**config.mk**
```make
export PLATFORM = sky130hd
export DESIGN_NAME = joystick_conditioner
export DESIGN_NICKNAME = d
export VERILOG_FILES = /design/src/rtl/joystick_pkg.sv /design/src/rtl/joystick_debounce_ch.sv /design/src/rtl/joystick_conditioner.sv
export SDC_FILE = /design/constraint.sdc
export NUM_CORES = 1
export LEC_CHECK = 0
export CAP_MARGIN = 10
export CORE_ASPECT_RATIO = 1.75
export CORE_MARGIN = 3
export CORE_UTILIZATION = 55
export DETAILED_ROUTE_END_ITERATION = 12
export GPL_TIMING_DRIVEN = 0
export HOLD_SLACK_MARGIN = 0.06
export PLACE_DENSITY = 0.71
export RECOVER_POWER = 25
export SYNTH_ARGS = -nofsm -noshare
export SYNTH_HDL_FRONTEND = slang
export SYNTH_HIERARCHICAL = 1
export SYNTH_SLANG_ARGS = --single-unit
```
**constraint.sdc**
```tcl
create_clock -name clk -period 2.49 [get_ports clk]
set_input_delay 0.6225 -clock clk [delete_from_list [all_inputs] [get_ports clk]]
set_output_delay 0.6225 -clock clk [all_outputs]
set_load 0.01 [all_outputs]
```
**src/rtl/joystick_pkg.sv**
```systemverilog
// Shared types and defaults for the joystick input conditioner.
// Optional auto-repeat is enabled with the JOY_AUTOREPEAT_EN macro.
package joystick_pkg;

    typedef enum logic [1:0] {
        REL   = 2'd0,
        CHK_P = 2'd1,
        PRS   = 2'd2,
        CHK_R = 2'd3
    } joy_state_e;

    localparam int DEF_DEB_CYCLES    = 250000;
    localparam int DEF_REPEAT_DELAY  = 25000000;
    localparam int DEF_REPEAT_PERIOD = 5000000;

    // Ceiling log2 with a floor of 1 so single-value ranges still get a bit.
    function automatic int clog2(input int value);
        int result;
        result = 1;
        for (int i = 1; i < 31; i++) begin
            if ((1 << i) < value) begin
                result = i + 1;
            end
        end
        return result;
    endfunction

endpackage

```
**src/rtl/joystick_debounce_ch.sv**
```systemverilog
// One input channel: 2-FF synchroniser, debounce FSM and press/release pulses.
// JOY_AUTOREPEAT_EN adds a hold counter that re-emits o_press while held.
module joystick_debounce_ch
    import joystick_pkg::*;
#(
    parameter int DEB_CYCLES    = DEF_DEB_CYCLES,
    parameter int ACTIVE_LOW    = 0,
    parameter int REPEAT_DELAY  = DEF_REPEAT_DELAY,
    parameter int REPEAT_PERIOD = DEF_REPEAT_PERIOD
) (
    input  logic clk,
    input  logic rst_n,
    input  logic i_pin,
    output logic o_level,
    output logic o_press,
    output logic o_release
);

    localparam int             CW       = clog2(DEB_CYCLES);
    localparam logic [CW-1:0]  CNT_LAST = CW'(DEB_CYCLES - 1);

    logic            r_sync1;
    logic            r_sync2;
    joy_state_e      r_state;
    logic [CW-1:0]   r_cnt;
    logic            w_synced;
    logic            w_repeat;

    always_ff @(posedge clk or negedge rst_n) begin
        if (!rst_n) begin
            r_sync1 <= 1'b0;
            r_sync2 <= 1'b0;
        end else begin
            r_sync1 <= i_pin;
            r_sync2 <= r_sync1;
        end
    end

    assign w_synced = r_sync2 ^ (ACTIVE_LOW != 0);

`ifdef JOY_AUTOREPEAT_EN
    localparam int             HMAX       = (REPEAT_DELAY > REPEAT_PERIOD) ? REPEAT_DELAY : REPEAT_PERIOD;
    localparam int             HW         = clog2(HMAX);
    localparam logic [HW-1:0]  HOLD_FIRST = HW'(REPEAT_DELAY - 1);
    localparam logic [HW-1:0]  HOLD_NEXT  = HW'(REPEAT_PERIOD - 1);

    logic [HW-1:0] r_hold;
    logic          r_repeating;
    logic [HW-1:0] w_hold_limit;

    assign w_hold_limit = r_repeating ? HOLD_NEXT : HOLD_FIRST;
    assign w_repeat     = (r_state == PRS) && w_synced && (r_hold == w_hold_limit);

    // Hold time is measured only over uninterrupted PRS cycles.
    always_ff @(posedge clk or negedge rst_n) begin
        if (!rst_n) begin
            r_hold      <= '0;
            r_repeating <= 1'b0;
        end else if ((r_state == PRS) && w_synced) begin
            if (r_hold == w_hold_limit) begin
                r_hold      <= '0;
                r_repeating <= 1'b1;
            end else begin
                r_hold <= r_hold + HW'(1);
            end
        end else begin
            r_hold      <= '0;
            r_repeating <= 1'b0;
        end
    end
`else
    assign w_repeat = 1'b0;
`endif

    always_ff @(posedge clk or negedge rst_n) begin
        if (!rst_n) begin
            r_state   <= REL;
            r_cnt     <= '0;
            o_level   <= 1'b0;
            o_press   <= 1'b0;
            o_release <= 1'b0;
        end else begin
            o_press   <= w_repeat;
            o_release <= 1'b0;
            case (r_state)
                REL: begin
                    if (w_synced) begin
                        r_state <= CHK_P;
                        r_cnt   <= CW'(1);
                    end
                end
                CHK_P: begin
                    if (!w_synced) begin
                        r_state <= REL;
                        r_cnt   <= '0;
                    end else if (r_cnt == CNT_LAST) begin
                        r_state <= PRS;
                        r_cnt   <= '0;
                        o_level <= 1'b1;
                        o_press <= 1'b1;
                    end else begin
                        r_cnt <= r_cnt + CW'(1);
                    end
                end
                PRS: begin
                    if (!w_synced) begin
                        r_state <= CHK_R;
                        r_cnt   <= CW'(1);
                    end
                end
                CHK_R: begin
                    if (w_synced) begin
                        r_state <= PRS;
                        r_cnt   <= '0;
                    end else if (r_cnt == CNT_LAST) begin
                        r_state   <= REL;
                        r_cnt     <= '0;
                        o_level   <= 1'b0;
                        o_release <= 1'b1;
                    end else begin
                        r_cnt <= r_cnt + CW'(1);
                    end
                end
                default: begin
                    r_state <= REL;
                    r_cnt   <= '0;
                end
            endcase
        end
    end

endmodule

```
**src/rtl/joystick_conditioner.sv**
```systemverilog
// N-channel joystick/button conditioner with a one-deep valid/ready event register.
// Define JOY_AUTOREPEAT_EN to enable auto-repeat press pulses while a button is held.
module joystick_conditioner
    import joystick_pkg::*;
#(
    parameter int N_CH          = 5,
    parameter int DEB_CYCLES    = DEF_DEB_CYCLES,
    parameter int ACTIVE_LOW    = 0,
    parameter int REPEAT_DELAY  = DEF_REPEAT_DELAY,
    parameter int REPEAT_PERIOD = DEF_REPEAT_PERIOD,
    localparam int CH_W         = clog2(N_CH)
) (
    input  logic            clk,
    input  logic            rst_n,
    input  logic [N_CH-1:0] i_btn,
    output logic [N_CH-1:0] o_level,
    output logic [N_CH-1:0] o_press,
    output logic [N_CH-1:0] o_release,
    output logic            o_evt_valid,
    output logic [CH_W-1:0] o_evt_ch,
    output logic            o_evt_rel,
    input  logic            i_evt_ready,
    output logic            o_evt_ovf
);

    logic [N_CH-1:0] w_press;
    logic [N_CH-1:0] w_release;
    logic [N_CH-1:0] w_evt_bits;
    logic [CH_W-1:0] w_win_ch;
    logic            w_win_rel;
    logic            w_any;
    logic            w_multi;
    logic            w_can_load;

    logic            r_evt_valid;
    logic [CH_W-1:0] r_evt_ch;
    logic            r_evt_rel;
    logic            r_evt_ovf;

    for (genvar g = 0; g < N_CH; g++) begin : g_ch
        joystick_debounce_ch #(
            .DEB_CYCLES   (DEB_CYCLES),
            .ACTIVE_LOW   (ACTIVE_LOW),
            .REPEAT_DELAY (REPEAT_DELAY),
            .REPEAT_PERIOD(REPEAT_PERIOD)
        ) u_ch (
            .clk      (clk),
            .rst_n    (rst_n),
            .i_pin    (i_btn[g]),
            .o_level  (o_level[g]),
            .o_press  (w_press[g]),
            .o_release(w_release[g])
        );
    end

    assign o_press    = w_press;
    assign o_release  = w_release;
    assign w_evt_bits = w_press | w_release;
    assign w_any      = |w_evt_bits;
    assign w_multi    = |(w_evt_bits & (w_evt_bits - N_CH'(1)));
    assign w_can_load = !r_evt_valid || i_evt_ready;

    // Descending scan so the lowest-index pulsing channel is the one left standing.
    always_comb begin
        w_win_ch  = '0;
        w_win_rel = 1'b0;
        for (int i = N_CH - 1; i >= 0; i--) begin
            if (w_evt_bits[i]) begin
                w_win_ch  = CH_W'(i);
                w_win_rel = w_release[i];
            end
        end
    end

    always_ff @(posedge clk or negedge rst_n) begin
        if (!rst_n) begin
            r_evt_valid <= 1'b0;
            r_evt_ch    <= '0;
            r_evt_rel   <= 1'b0;
            r_evt_ovf   <= 1'b0;
        end else begin
            if (w_any && w_can_load) begin
                r_evt_valid <= 1'b1;
                r_evt_ch    <= w_win_ch;
                r_evt_rel   <= w_win_rel;
            end else if (r_evt_valid && i_evt_ready) begin
                r_evt_valid <= 1'b0;
            end
            if ((w_any && !w_can_load) || w_multi) begin
                r_evt_ovf <= 1'b1;
            end
        end
    end

    assign o_evt_valid = r_evt_valid;
    assign o_evt_ch    = r_evt_ch;
    assign o_evt_rel   = r_evt_rel;
    assign o_evt_ovf   = r_evt_ovf;

endmodule
```
==> flow_summary.toml, run 1 <==
[detailed_routing]
drc = 0
wire_per_inst_um = 16.4
first_pass_iters = 5
ant_nets = 0
via_per_inst = 6.12
dr_total_vias = 5868
drt_iter0_markers = 385
finalWirelength_um = 15700

[cts]
cts_root_buffer = "clkbuf_16"
cts_resized = 0
postCtsSetupBuffers = 0
cts_buffers = 17
hold_buffers = 0
cts.sinks = 131
clk_latency_ps = 420
cts_tree = "yes"
clock_tree.buffer_depth = 2
htree_levels = 4
path_clk_slew_ps = 60

[critical_path]
setup.worst_path.class = "register to primary output"
cp.required_ps = 1870
worstSetupStartpoint = "g_ch[0].u_ch/o_press"
r2r_start = "g_ch[0].u_ch/r_sync2"
start_kind = "register"
path_max_fanout = 5
cpPeakStageDelay_ps = 590
cp_slowest_cell = "clkdlybuf4s50_1"
crit_path_cell_trace = "clkdlybuf4s50_1"
arrival_ps = 1490
cp_num_buf_inv = 1
worst-r2r-setup-slack_ps = 410
end_kind = "primary output"
cp_top_family = "buffers and inverters"

[global_routing]
grt_pass1_wl_um = 27100
grt_max_degree = 98
grt_pass1_vias = 5969
grt_usage = 0.237
grt_overflow_total = 0
antenna_found_initial = 0

[floorplan]
die_h_um = 154
io_pins = 29
fp.dieW_um = 90.6
fp-row-count = 53
initial_core_util = 0.567
core-area_um2 = 12100
die_area_um2 = 13900

[place]
post_dp_cell_area_um2 = 7400
place_hpwl_um = 11200
place.gp.congestion = 0.939
port_buffers = 28
placedCellCount = 927

[final_layout]
fin_cells = 959
fin_nets = 794
antenna_cells = 0
num-fill-cells = 1011
final_common_cell = "dfrtp_1"
final_design_area_no_fill_um2 = 8000
drive_gt1_frac = 0.111
final_cell_mix = "131 x dfrtp_1, 100 x nand2_1, 75 x nand3_1"
area_growth_pct = 16.1

[synth]
synth_edf_count = 0
synth_xor_area_frac = 0.0189
synth-simple-area-share = 0.307
netlist_area_um2 = 6880
synth-seq-cells = 131
synthMuxAreaShare = 0.0220
syn-num-nets = 746
async_flop_share = 1.00
synth_warnings = 6
synth.distinct_cells = 69
synth_top_family_by_area = "simple AND/OR/NAND/NOR gates"
synthFlopType = "dfrtp_1"
synth_compound_area_frac = 0.142
syn_inst = 733
avgSynthCellArea_um2 = 9.39
seq_area_frac_synth = 0.476
synth_fa_ha_area_frac = 0.00909

[timing]
rsz0062_at_grt = "false"
finalCriticalPeriod_ps = 2110
setup_viol = 0
clock-skew-final_ps = 7.91
fmax_mhz = 473
final.setup.tns_ps = 0
final_hold_viol_count = 0
finalCritPeriodShare = 0.848
slew_violations = 35
worstMarginPinSlew_ps = 1810
slew_headroom = -0.207

[power]
power_density_nw_per_um2 = 671
p_leak_nw = 3.43
ir_worst_vdd_uv = 727

[outcome]
outcome = "complete, but fails checks"
violations = "capacitance limit, slew limit"

[hold_path]
hold_class = "register to register"
hold_path_startpoint = "g_ch[0].u_ch/r_sync1"

[flow_run]
drv_cap = 1
logic make-up after synthesis:
| family | after synthesis |
|---|---|
| AO/OA/AOI/OAI | 155 |
| buffers and inverters | 35 |
| multiplexers | 14 |
| flip-flops | 131 |
| AND/OR/NAND/NOR | 379 |
| XOR/XNOR | 14 |
| adder cells (fa/ha/maj) | 5 |
layer usage:
layer | up-vias | share of wire | track usage
li1 | 2821 | - | -
met1 | 2875 | 0.41 | 0.261
met2 | 134 | 0.54 | 0.429
met3 | 38 | 0.028 | 0.0441
met4 | 0 | 0.028 | 0.118
met5 | - | 0 | 0
power by group:
part / switching (mW) / internal (mW)
logic: 0.397 / 0.186
registers: 0.0701 / 2.20
clock network: 1.01 / 1.50
total: 1.48 / 3.89
state kept, by name, indices dropped and copies added, names as in the netlist, named ones only:
register,count
g_ch.u_ch/o_level,5
g_ch.u_ch/o_press,5
g_ch.u_ch/o_release,5
g_ch.u_ch/r_cnt,90
g_ch.u_ch/r_state,5
g_ch.u_ch/r_sync1,5
g_ch.u_ch/r_sync2,5
o_evt_ch,3
o_evt_ovf,1
o_evt_rel,1
o_evt_valid,1
cell usage after synthesis, types with 5 or more instances:
| library cell | number | area share |
|---|---|---|
| o21ai_0 | 43 | 0.031 |
| ha_1 | 5 | 0.0091 |
| inv_1 | 20 | 0.011 |
| o21ai_1 | 5 | 0.0036 |
| dfrtp_1 | 131 | 0.48 |
| or3_1 | 14 | 0.013 |
| nand2_1 | 100 | 0.055 |
| o311ai_1 | 9 | 0.011 |
| mux2i_1 | 8 | 0.012 |
| and4_1 | 6 | 0.0076 |
| a21oi_1 | 37 | 0.027 |
| and2_1 | 11 | 0.010 |
| xnor2_1 | 7 | 0.0089 |
| nor3_2 | 6 | 0.0087 |
| nor3_1 | 28 | 0.020 |
| a21o_1 | 10 | 0.011 |
| a31oi_1 | 13 | 0.012 |
| o21a_1 | 6 | 0.0065 |
| clkbuf_1 | 5 | 0.0027 |
| and3_1 | 13 | 0.012 |
| xor2_1 | 6 | 0.0076 |
| a22o_1 | 6 | 0.0076 |
| nor2_1 | 40 | 0.022 |
| nand4_1 | 20 | 0.018 |
| nor3b_1 | 11 | 0.012 |
| nand3_1 | 75 | 0.055 |
| nand2b_1 | 7 | 0.0064 |
final cells by class:
cell class                 instances  area, um2  share of cell area
clock inverter                    15        171              0.0214
buffer                            15       93.8              0.0117
sequential                       131       3280               0.410
clock buffer                      17        425              0.0532
multi-input combinational        567       3440               0.430
tap                              165        206              0.0258
timing repair buffer              29        308              0.0385
inverter                          20       75.1             0.00939
final timing paths:
path                                          endpoint  cells after the start
worst max-delay path                        o_press[0]                      1
worst min-delay path              g_ch[0].u_ch/r_sync2                      0
worst max register to register  g_ch[0].u_ch/r_cnt[15]                      6
worst min register to register    g_ch[0].u_ch/r_sync2                      0
max in group asynchronous        g_ch[4].u_ch/r_cnt[3]                      2
min in group asynchronous       g_ch[1].u_ch/r_cnt[10]                      1
through the flow:
stage	hold slack, ps	setup WS, ps	util	power [mW]
floorplan	327	664	-	2.68
global placement	335	-4310	0.607	2.86
detailed placement	336	376	0.610	2.88
CTS	97.5	353	0.659	5.41
global route	355	121	0.659	5.58
finish	347	377	0.659	5.36
Note: power is estimated with default switching activity, not from simulation.
==> run 2: changes to the inputs <==
--- a/config.mk
+++ b/config.mk
@@ -12,7 +12,7 @@
 export DETAILED_ROUTE_END_ITERATION = 12
 export GPL_TIMING_DRIVEN = 0
 export HOLD_SLACK_MARGIN = 0.06
-export PLACE_DENSITY = 0.71
+export PLACE_DENSITY = 0.74
 export RECOVER_POWER = 25
 export SYNTH_ARGS = -nofsm -noshare
 export SYNTH_HDL_FRONTEND = slang
==> constraint.sdc (replaced) <==
create_clock -name clk -period 1.9 [get_ports clk]
set_input_delay 0.475 -clock clk [delete_from_list [all_inputs] [get_ports clk]]
set_output_delay 0.475 -clock clk [all_outputs]
set_load 0.01 [all_outputs]
==> flow_summary.toml, run 2 (synthesized netlist as in run 1, its figures left out) <==
[final_layout]
fin_cells = 985
final_cell_mix = "115 x dfrtp_1, 96 x nand2_1, 70 x nand3_1"
final_common_cell = "dfrtp_1"
fin_nets = 820
largest_reg_flops = 90
antenna_cells = 0
area_growth_pct = 23.6
largest-register = "g_ch.u_ch/r_cnt"
final_util = 0.701
drive_gt1_frac = 0.215

[critical_path]
start_kind = "register"
r2r_start = "g_ch[0].u_ch/r_cnt[8]"
arrival_ps = 2240
path_max_fanout = 5
end_kind = "register"
setup.worst_path.class = "register to register"
r2r_cells = 5
cp.required_ps = 2200
worst-r2r-setup-slack_ps = -40

[detailed_routing]
via_per_inst = 6.21
first_pass_iters = 7
finalWirelength_um = 17000
wire_per_inst_um = 17.3
dr_total_vias = 6119
ant_nets = 0
drt_iter0_markers = 419
drc = 0

[cts]
cts_tree = "yes"
clk_latency_ps = 410
path_clk_slew_ps = 60
cts.sinks = 131
cts_buffers = 17
htree_levels = 4
clock_tree.buffer_depth = 2
cts_root_buffer = "clkbuf_16"

[hold_path]
min_path_cells = 0
hold_path_startpoint = "g_ch[1].u_ch/r_sync1"
hold_class = "register to register"
hold_end = "g_ch[1].u_ch/r_sync2"

[floorplan]
die_area_um2 = 13900
initial_core_util = 0.567
fp.dieW_um = 90.6
fp-row-count = 53
io_pins = 29
core-area_um2 = 12100
die_h_um = 154

[timing]
setup_ws_ps = -37.9
holdWs_ps = 351
setup_viol = 4
finalCritPeriodShare = 1.02
slew_violations = 0
clock-skew-final_ps = 7.21
rsz0062_at_grt = "true"
slew_headroom = 0.453
final_hold_viol_count = 0
finalCriticalPeriod_ps = 1940
worstMarginPinSlew_ps = 820
fmax_mhz = 516

[global_routing]
grt_overflow_total = 0
grt_usage = 0.242
antenna_found_initial = 0
grt_max_degree = 93
grt_pass1_wl_um = 27800
grt_pass1_vias = 6052

[place]
placedCellCount = 927
port_buffers = 28
place.gp.congestion = 0.920
place_hpwl_um = 11100

[power]
p_leak_nw = 3.69
power_density_nw_per_um2 = 845
ir_worst_vdd_uv = 916

[outcome]
outcome = "complete, but fails checks"
violations = "setup timing"

[flow_run]
drv_cap = 0
==> run 2: repair_timing <==
action / CTS / global route
endpoints found under the setup margin: 44 / 89
hold buffers: 1 / 0
gates cloned: 1 / 0
buffers inserted: 4 / 20
resized for setup: 22 / 71
pin swaps: 2 / 25
hold endpoints to repair: 39 / 0
==> run 2: per-stage QoR <==
stage,TNS [ps],power (mW),cell area (um2),worst slack [ps]
3_5_place_dp,-1470,3.77,7400,-85.8
3_3_place_gp,-618360,3.74,7370,-4730
2_1_floorplan,0,3.51,6880,73.7
4_1_cts,-29.1,7.11,8110,-24.7
5_1_grt,-585,7.51,8510,-56.7
6_report,-78.7,7.19,8510,-37.9
==> run 2: worst max-delay path, stage by stage (launching register included) <==
cell     delay [ps]
dfrtp_1         400
or4b_4          560
or2_4           300
o21ai_4         290
a21oi_2          80
a31o_1          190
==> run 2: layout make-up <==
class	instances	area [um2]
inverter	20	75.1
sequential	131	3300
tap	165	206
timing repair buffer	54	499
buffer	15	108
clock buffer	18	429
clock inverter	14	164
multi-input combinational	568	3730
fill	909	3630
==> run 2: layer usage <==
metal  GRT usage  wire length (um)  part of all wire  up-vias
li1            -                 -                 -     2843
met3      0.0578               819             0.048       54
met4      0.0928               428             0.025        0
met5           0                 0                 0        -
met2       0.443              9220              0.54      228
met1       0.267              6530              0.38     2994
==> run 2: worst max path at each step <==
| stage | from | endpoint | slack, ps |
|---|---|---|---|
| CTS | g_ch[1].u_ch/r_cnt[6] | g_ch[1].u_ch/r_cnt[6] | -20 |
| finish | g_ch[0].u_ch/r_cnt[8] | register | -40 |
| global placement | rst_n | g_ch[0].u_ch/r_cnt[11] | -4730 |
| floorplan | g_ch[0].u_ch/r_cnt[4] | register | 70 |
| global route | g_ch[1].u_ch/r_cnt[5] | g_ch[1].u_ch/r_cnt[15] | -60 |
| detailed placement | g_ch[0].u_ch/r_cnt[4] | register | -90 |
==> run 2: power breakdown <==
part	total, mW	switching, mW	internal, mW	leakage (nW)
combinational	0.940	0.616	0.324	1.66
sequential	2.98	0.104	2.88	1.74
clock	3.27	1.30	1.97	0.281
total	7.19	2.02	5.17	3.69
==> RTL change 1, RTL diff (flow settings as in run 2) <==
Register the input `i_btn` before use. The logic sees it one clock later. The other inputs are not delayed to match.
--- a/src/rtl/joystick_conditioner.sv
+++ b/src/rtl/joystick_conditioner.sv
@@ -23,6 +23,12 @@
     output logic            o_evt_ovf
 );
 
+    logic [N_CH-1:0] i_btn_q;
+
+    always_ff @(posedge clk) begin
+        i_btn_q <= i_btn;
+    end
+
     logic [N_CH-1:0] w_press;
     logic [N_CH-1:0] w_release;
     logic [N_CH-1:0] w_evt_bits;
@@ -46,7 +52,7 @@
         ) u_ch (
             .clk      (clk),
             .rst_n    (rst_n),
-            .i_pin    (i_btn[g]),
+            .i_pin    (i_btn_q[g]),
             .o_level  (o_level[g]),
             .o_press  (w_press[g]),
             .o_release(w_release[g])
Formal check against the unedited RTL: same outputs for any inputs over 4 cycles, from zero or initial values and one cycle with rst_n low; that may be too few to reach the edited logic, so the function may still have changed.
==> RTL change 1 against run 2 <==
The flow still finishes with violations (negative setup slack); critical path depth unchanged; worst setup slack improved by 13 ps; sequential cell count increased by 5; non-clock buffer count decreased by 7; wire length decreased by 3.5%; sequential share of layout area increased by 1.2 points; area after synthesis increased by 1.5%; total power increased by 0.38%; cell area decreased by 0.19%; hold slack got worse by 23 ps; highest routed layer unchanged.
==> RTL change 1: results <==
[setup_path]
crit_path_max_incr_delay_ps = 460
crit_arrival_ps = 2220
cp_max_fo = 7
worstSetupStartpoint = "g_ch[0].u_ch/r_cnt[5]"
cpMaxStageDelayCell = "dfrtp_1"

[power_and_ir_drop]
peakVddDrop_mv = 0.8650
p_leak_nw = 3.664

[place]
placed_area_um2 = 7501
placed_cells = 932
dp_hpwl_mm = 11.04
dpl_worst_slack_ps = -103.8
gp_congestion = 0.9211

[yosys]
synth_compound_area_share_pct = 14.04
ys_top_cells_by_area = "dfrtp_1 47%, nand2_1 5.5%, nand3_1 5.3%"
syn_inst = 738
ys_top_cells_by_count = "131 x dfrtp_1, 102 x nand2_1, 74 x nand3_1"
synthMuxAreaShare_pct = 2.275
postSynth.asyncResetShare_pct = 96.32
ys_seq_area_share_pct = 48.36
synth_fp_nets = 751
synth.distinct_cells = 71
synth_xor_area_share_pct = 1.863

[sta]
skew_ps = 8.746
max_slew_margin_pct = 47.86
fin_worst_hold_slack_ps = 328.4
setup_ws_ps = -25.26
setup_violations = 3

[worst_hold_path]
min_from = "i_btn_q[2]"
hp-class = "register to register"
min_to = "g_ch[2].u_ch/r_sync1"

[route]
vias = 6046
routed_wl_mm = 16.40
first_iter_violations = 333

[clock_tree]
cts_resized = 21
post_cts_buffers = 5

[layout]
num-nets-final = 818
final_cell_count_no_fill = 983
layout-drive-gt1-share_pct = 19.07
fillers = 935

[outcome]
status = "finished with violations"
violations = "negative setup slack"

[grt]
grt_first_pass_wirelength_mm = 26.95
grt_usage_pct = 23.30
[RTL change 1: layer usage]
layer / GRT usage [%] / up-vias / part of all wire, %
met5: 0 / - / 0
li1: - / 2857 / -
met4: 12.09 / 0 / 3.5
met2: 41.29 / 173 / 53
met3: 4.306 / 51 / 3.8
met1: 26.55 / 2965 / 40
[RTL change 1: logic make-up after synthesis]
group | after synthesis
AO/OA/AOI/OAI | 155
XOR/XNOR | 14
adder cells (fa/ha/maj) | 5
buffers and inverters | 35
flip-flops | 136
multiplexers | 14
AND/OR/NAND/NOR | 379
[RTL change 1: critical path: cells and delay by family (launching register included)]
kind | cells | cell delay, ps
and+or+nand+nor | 2 | 730
AOI/OAI and AO/OA | 3 | 640
DFF | 1 | 460
[RTL change 1: area by class of cell]
| class | instances | area [um2] | share of cell area [%] |
|---|---|---|---|
| Clock buffer | 18 | 429.2 | 5.054 |
| Timing Repair Buffer | 47 | 452.9 | 5.334 |
| Clock inverter | 14 | 150.1 | 1.768 |
| Inverter | 20 | 75.07 | 0.8840 |
| Tap cell | 165 | 206.4 | 2.431 |
| Multi-Input combinational cell | 568 | 3684 | 43.38 |
| Sequential cell | 136 | 3393 | 39.96 |
| Buffer | 15 | 101.3 | 1.193 |
[RTL change 1: power by group through the flow]
| stage | clock network [W] | logic, W | registers (W) |
|---|---|---|---|
| global placement | 0 | 0.000727 | 0.00313 |
| CTS | 0.00328 | 0.000810 | 0.00308 |
| global route | 0.00339 | 0.00101 | 0.00310 |
| detailed placement | 0 | 0.000752 | 0.00313 |
| finish | 0.00321 | 0.000915 | 0.00309 |
| floorplan | 0 | 0.000514 | 0.00311 |
==> RTL change 2, RTL diff (settings of run 2) <==
Made on the original files. Change the parameter `N_CH` from 5 to 6.
--- a/src/rtl/joystick_conditioner.sv
+++ b/src/rtl/joystick_conditioner.sv
@@ -3,7 +3,7 @@
 module joystick_conditioner
     import joystick_pkg::*;
 #(
-    parameter int N_CH          = 5,
+    parameter int N_CH          = 6,
     parameter int DEB_CYCLES    = DEF_DEB_CYCLES,
     parameter int ACTIVE_LOW    = 0,
     parameter int REPEAT_DELAY  = DEF_REPEAT_DELAY,
Interface: changed (resized i_btn, o_level, o_press and o_release); port bits go from 29 to 33. The function was not compared with the original's and may differ.
==> RTL change 2 against run 2 <==
The run still ends with negative setup slack left; highest routed layer unchanged; sequential cell count rose by 25; wire length up 27%; cell area grew 21%; area after synthesis is 21% higher; total power grew 14%; worst setup slack worse by 74 ps; largest power group is now registers; count of clock-buffer cells in the layout increased by 2; sequential share of layout area shrank 0.81 points.
==> RTL change 2: results <==
[outcome]
status = "finished with violations"
violations = "negative setup slack"

[layout]
num-nets-final = 978
top_register = "g_ch.u_ch/r_cnt"
final_cell_count_no_fill = 1156
layout-drive-gt1-share_pct = 21.93
largest_reg_flops = 108

[sta]
setup_ws_ps = -111.8
skew_ps = 16.33
worst_pin_slew_ps = 1103
setup_violations = 23

[yosys]
ys_top_cells_by_count = "156 x dfrtp_1, 91 x nand2_1, 59 x nor2_1"
synth.distinct_cells = 67
synth_fp_nets = 883
ys_top_cells_by_area = "dfrtp_1 47%, nand2_1 4.1%, a21oi_1 3.3%"
postSynth.asyncResetShare_pct = 100.0
ys_seq_area_share_pct = 46.95
syn_inst = 868

[setup_path]
crit_arrival_ps = 2320
reg2reg_from = "g_ch[5].u_ch/r_cnt[13]"
cp_max_fo = 7
crit_end = "g_ch[5].u_ch/r_cnt[4]"

[place]
placed_cells = 1081
dp_hpwl_mm = 13.56
gp_congestion = 0.8823
portBuffers = 32

[grt]
grt_usage_pct = 24.32
grt_first_pass_wirelength_mm = 33.59
antenna_found_initial = 0
grt_pass1_vias = 7154
grt_max_degree = 80

[clock_tree]
worstSkewPairLatency_ps = 430
numCtsBuffers = 17
path_clk_slew_ps = 70

[power_and_ir_drop]
p_leak_nw = 4.313
peakVddDrop_mv = 0.5766
p_int_w = 0.005991

[route]
first_pass_iters = 5
first_iter_violations = 616
routed_wl_mm = 21.62
viasPerCell = 6.556

[worst_hold_path]
hp-class = "input port to async pin"
## RTL change 2: changes by cell type in the layout (fill, tap and decap cells not counted), sizes merged, moves of 13 or more
cell,before,now
a21oi,41,54
nor2,43,63
nand4,20,43
nand3,75,49
buf,32,56
dfrtp,131,156
o211ai,0,13
a31oi,13,47
## RTL change 2: critical path, stage by stage, from the launching register on
cell,delay [ps]
dfrtp_2,420
or4_4,540
nor3_4,310
a31oi_4,200
buf_6,200
a22o_1,220
## RTL change 2: per-stage QoR
stage	setup slack, ps	setup TNS [ps]	instance area (um2)
6_report	-111.8	-1469	10330
5_1_grt	-155.1	-3408	10330
4_1_cts	-41.09	-136.2	9819
3_5_place_dp	-223.0	-9583	8890
3_3_place_gp	-5820	-911630	8861
2_1_floorplan	12.03	0	8315
## RTL change 2: cells by family after synthesis
kind of cell | synth area share (%)
AOI/OAI and AO/OA | 17.95
xor gates and xnor gates | 0.9931
muxes | 2.783
buffers and inverters | 3.235
and+or+nand+nor | 27.05
DFF | 46.95
adders and majority gates | 1.038
## RTL change 2: timing repair
item,4_1_cts,5_1_grt
setup endpoints to repair,114,107
cloned,1,8
pin swaps,10,21
resized for setup,41,75
buffers inserted,20,15
hold buffers,0,0
## RTL change 2: worst min-delay path by stage
| stage | startpoint | to | slack (ps) |
|---|---|---|---|
| 2_1_floorplan | rst_n | async pin | 180 |
| 6_report | rst_n | g_ch[2].u_ch/r_cnt[8] | 240 |
| 3_5_place_dp | g_ch[0].u_ch/r_sync1 | g_ch[0].u_ch/r_sync2 | 340 |
| 4_1_cts | rst_n | g_ch[2].u_ch/r_cnt[8] | 100 |
| 3_3_place_gp | g_ch[5].u_ch/r_sync1 | g_ch[5].u_ch/r_sync2 | 330 |
| 5_1_grt | rst_n | g_ch[2].u_ch/r_cnt[8] | 350 |
## RTL change 2: power groups by stage
stage / Sequential [W] / Clock, W / Combinational, W
global placement: 0.00362 / 0 / 0.000908
finish: 0.00360 / 0.00344 / 0.00113
global route: 0.00361 / 0.00363 / 0.00124
detailed placement: 0.00362 / 0 / 0.000946
CTS: 0.00357 / 0.00347 / 0.000985
floorplan: 0.00358 / 0 / 0.000682
## RTL change 2: layout make-up
type / count / area (um2)
plain buffers: 28 / 186.4
flip-flops and latches: 156 / 3920
clock buffers: 20 / 446.7
clock inverters: 12 / 146.4
multi-input cells: 659 / 4617
repair buffers: 73 / 680.7
inverters: 28 / 105.1
fillers: 1003 / 4259
well taps: 180 / 225.2
## RTL change 2: per-layer routing
metal / global-route usage (%) / vias to the layer above / wire length [um]
li1: - / 3471 / -
met1: 28.18 / 3731 / 8169
met2: 43.38 / 290 / 11520
met3: 4.412 / 87 / 1055
met4: 10.64 / 0 / 876
met5: 0 / - / 0
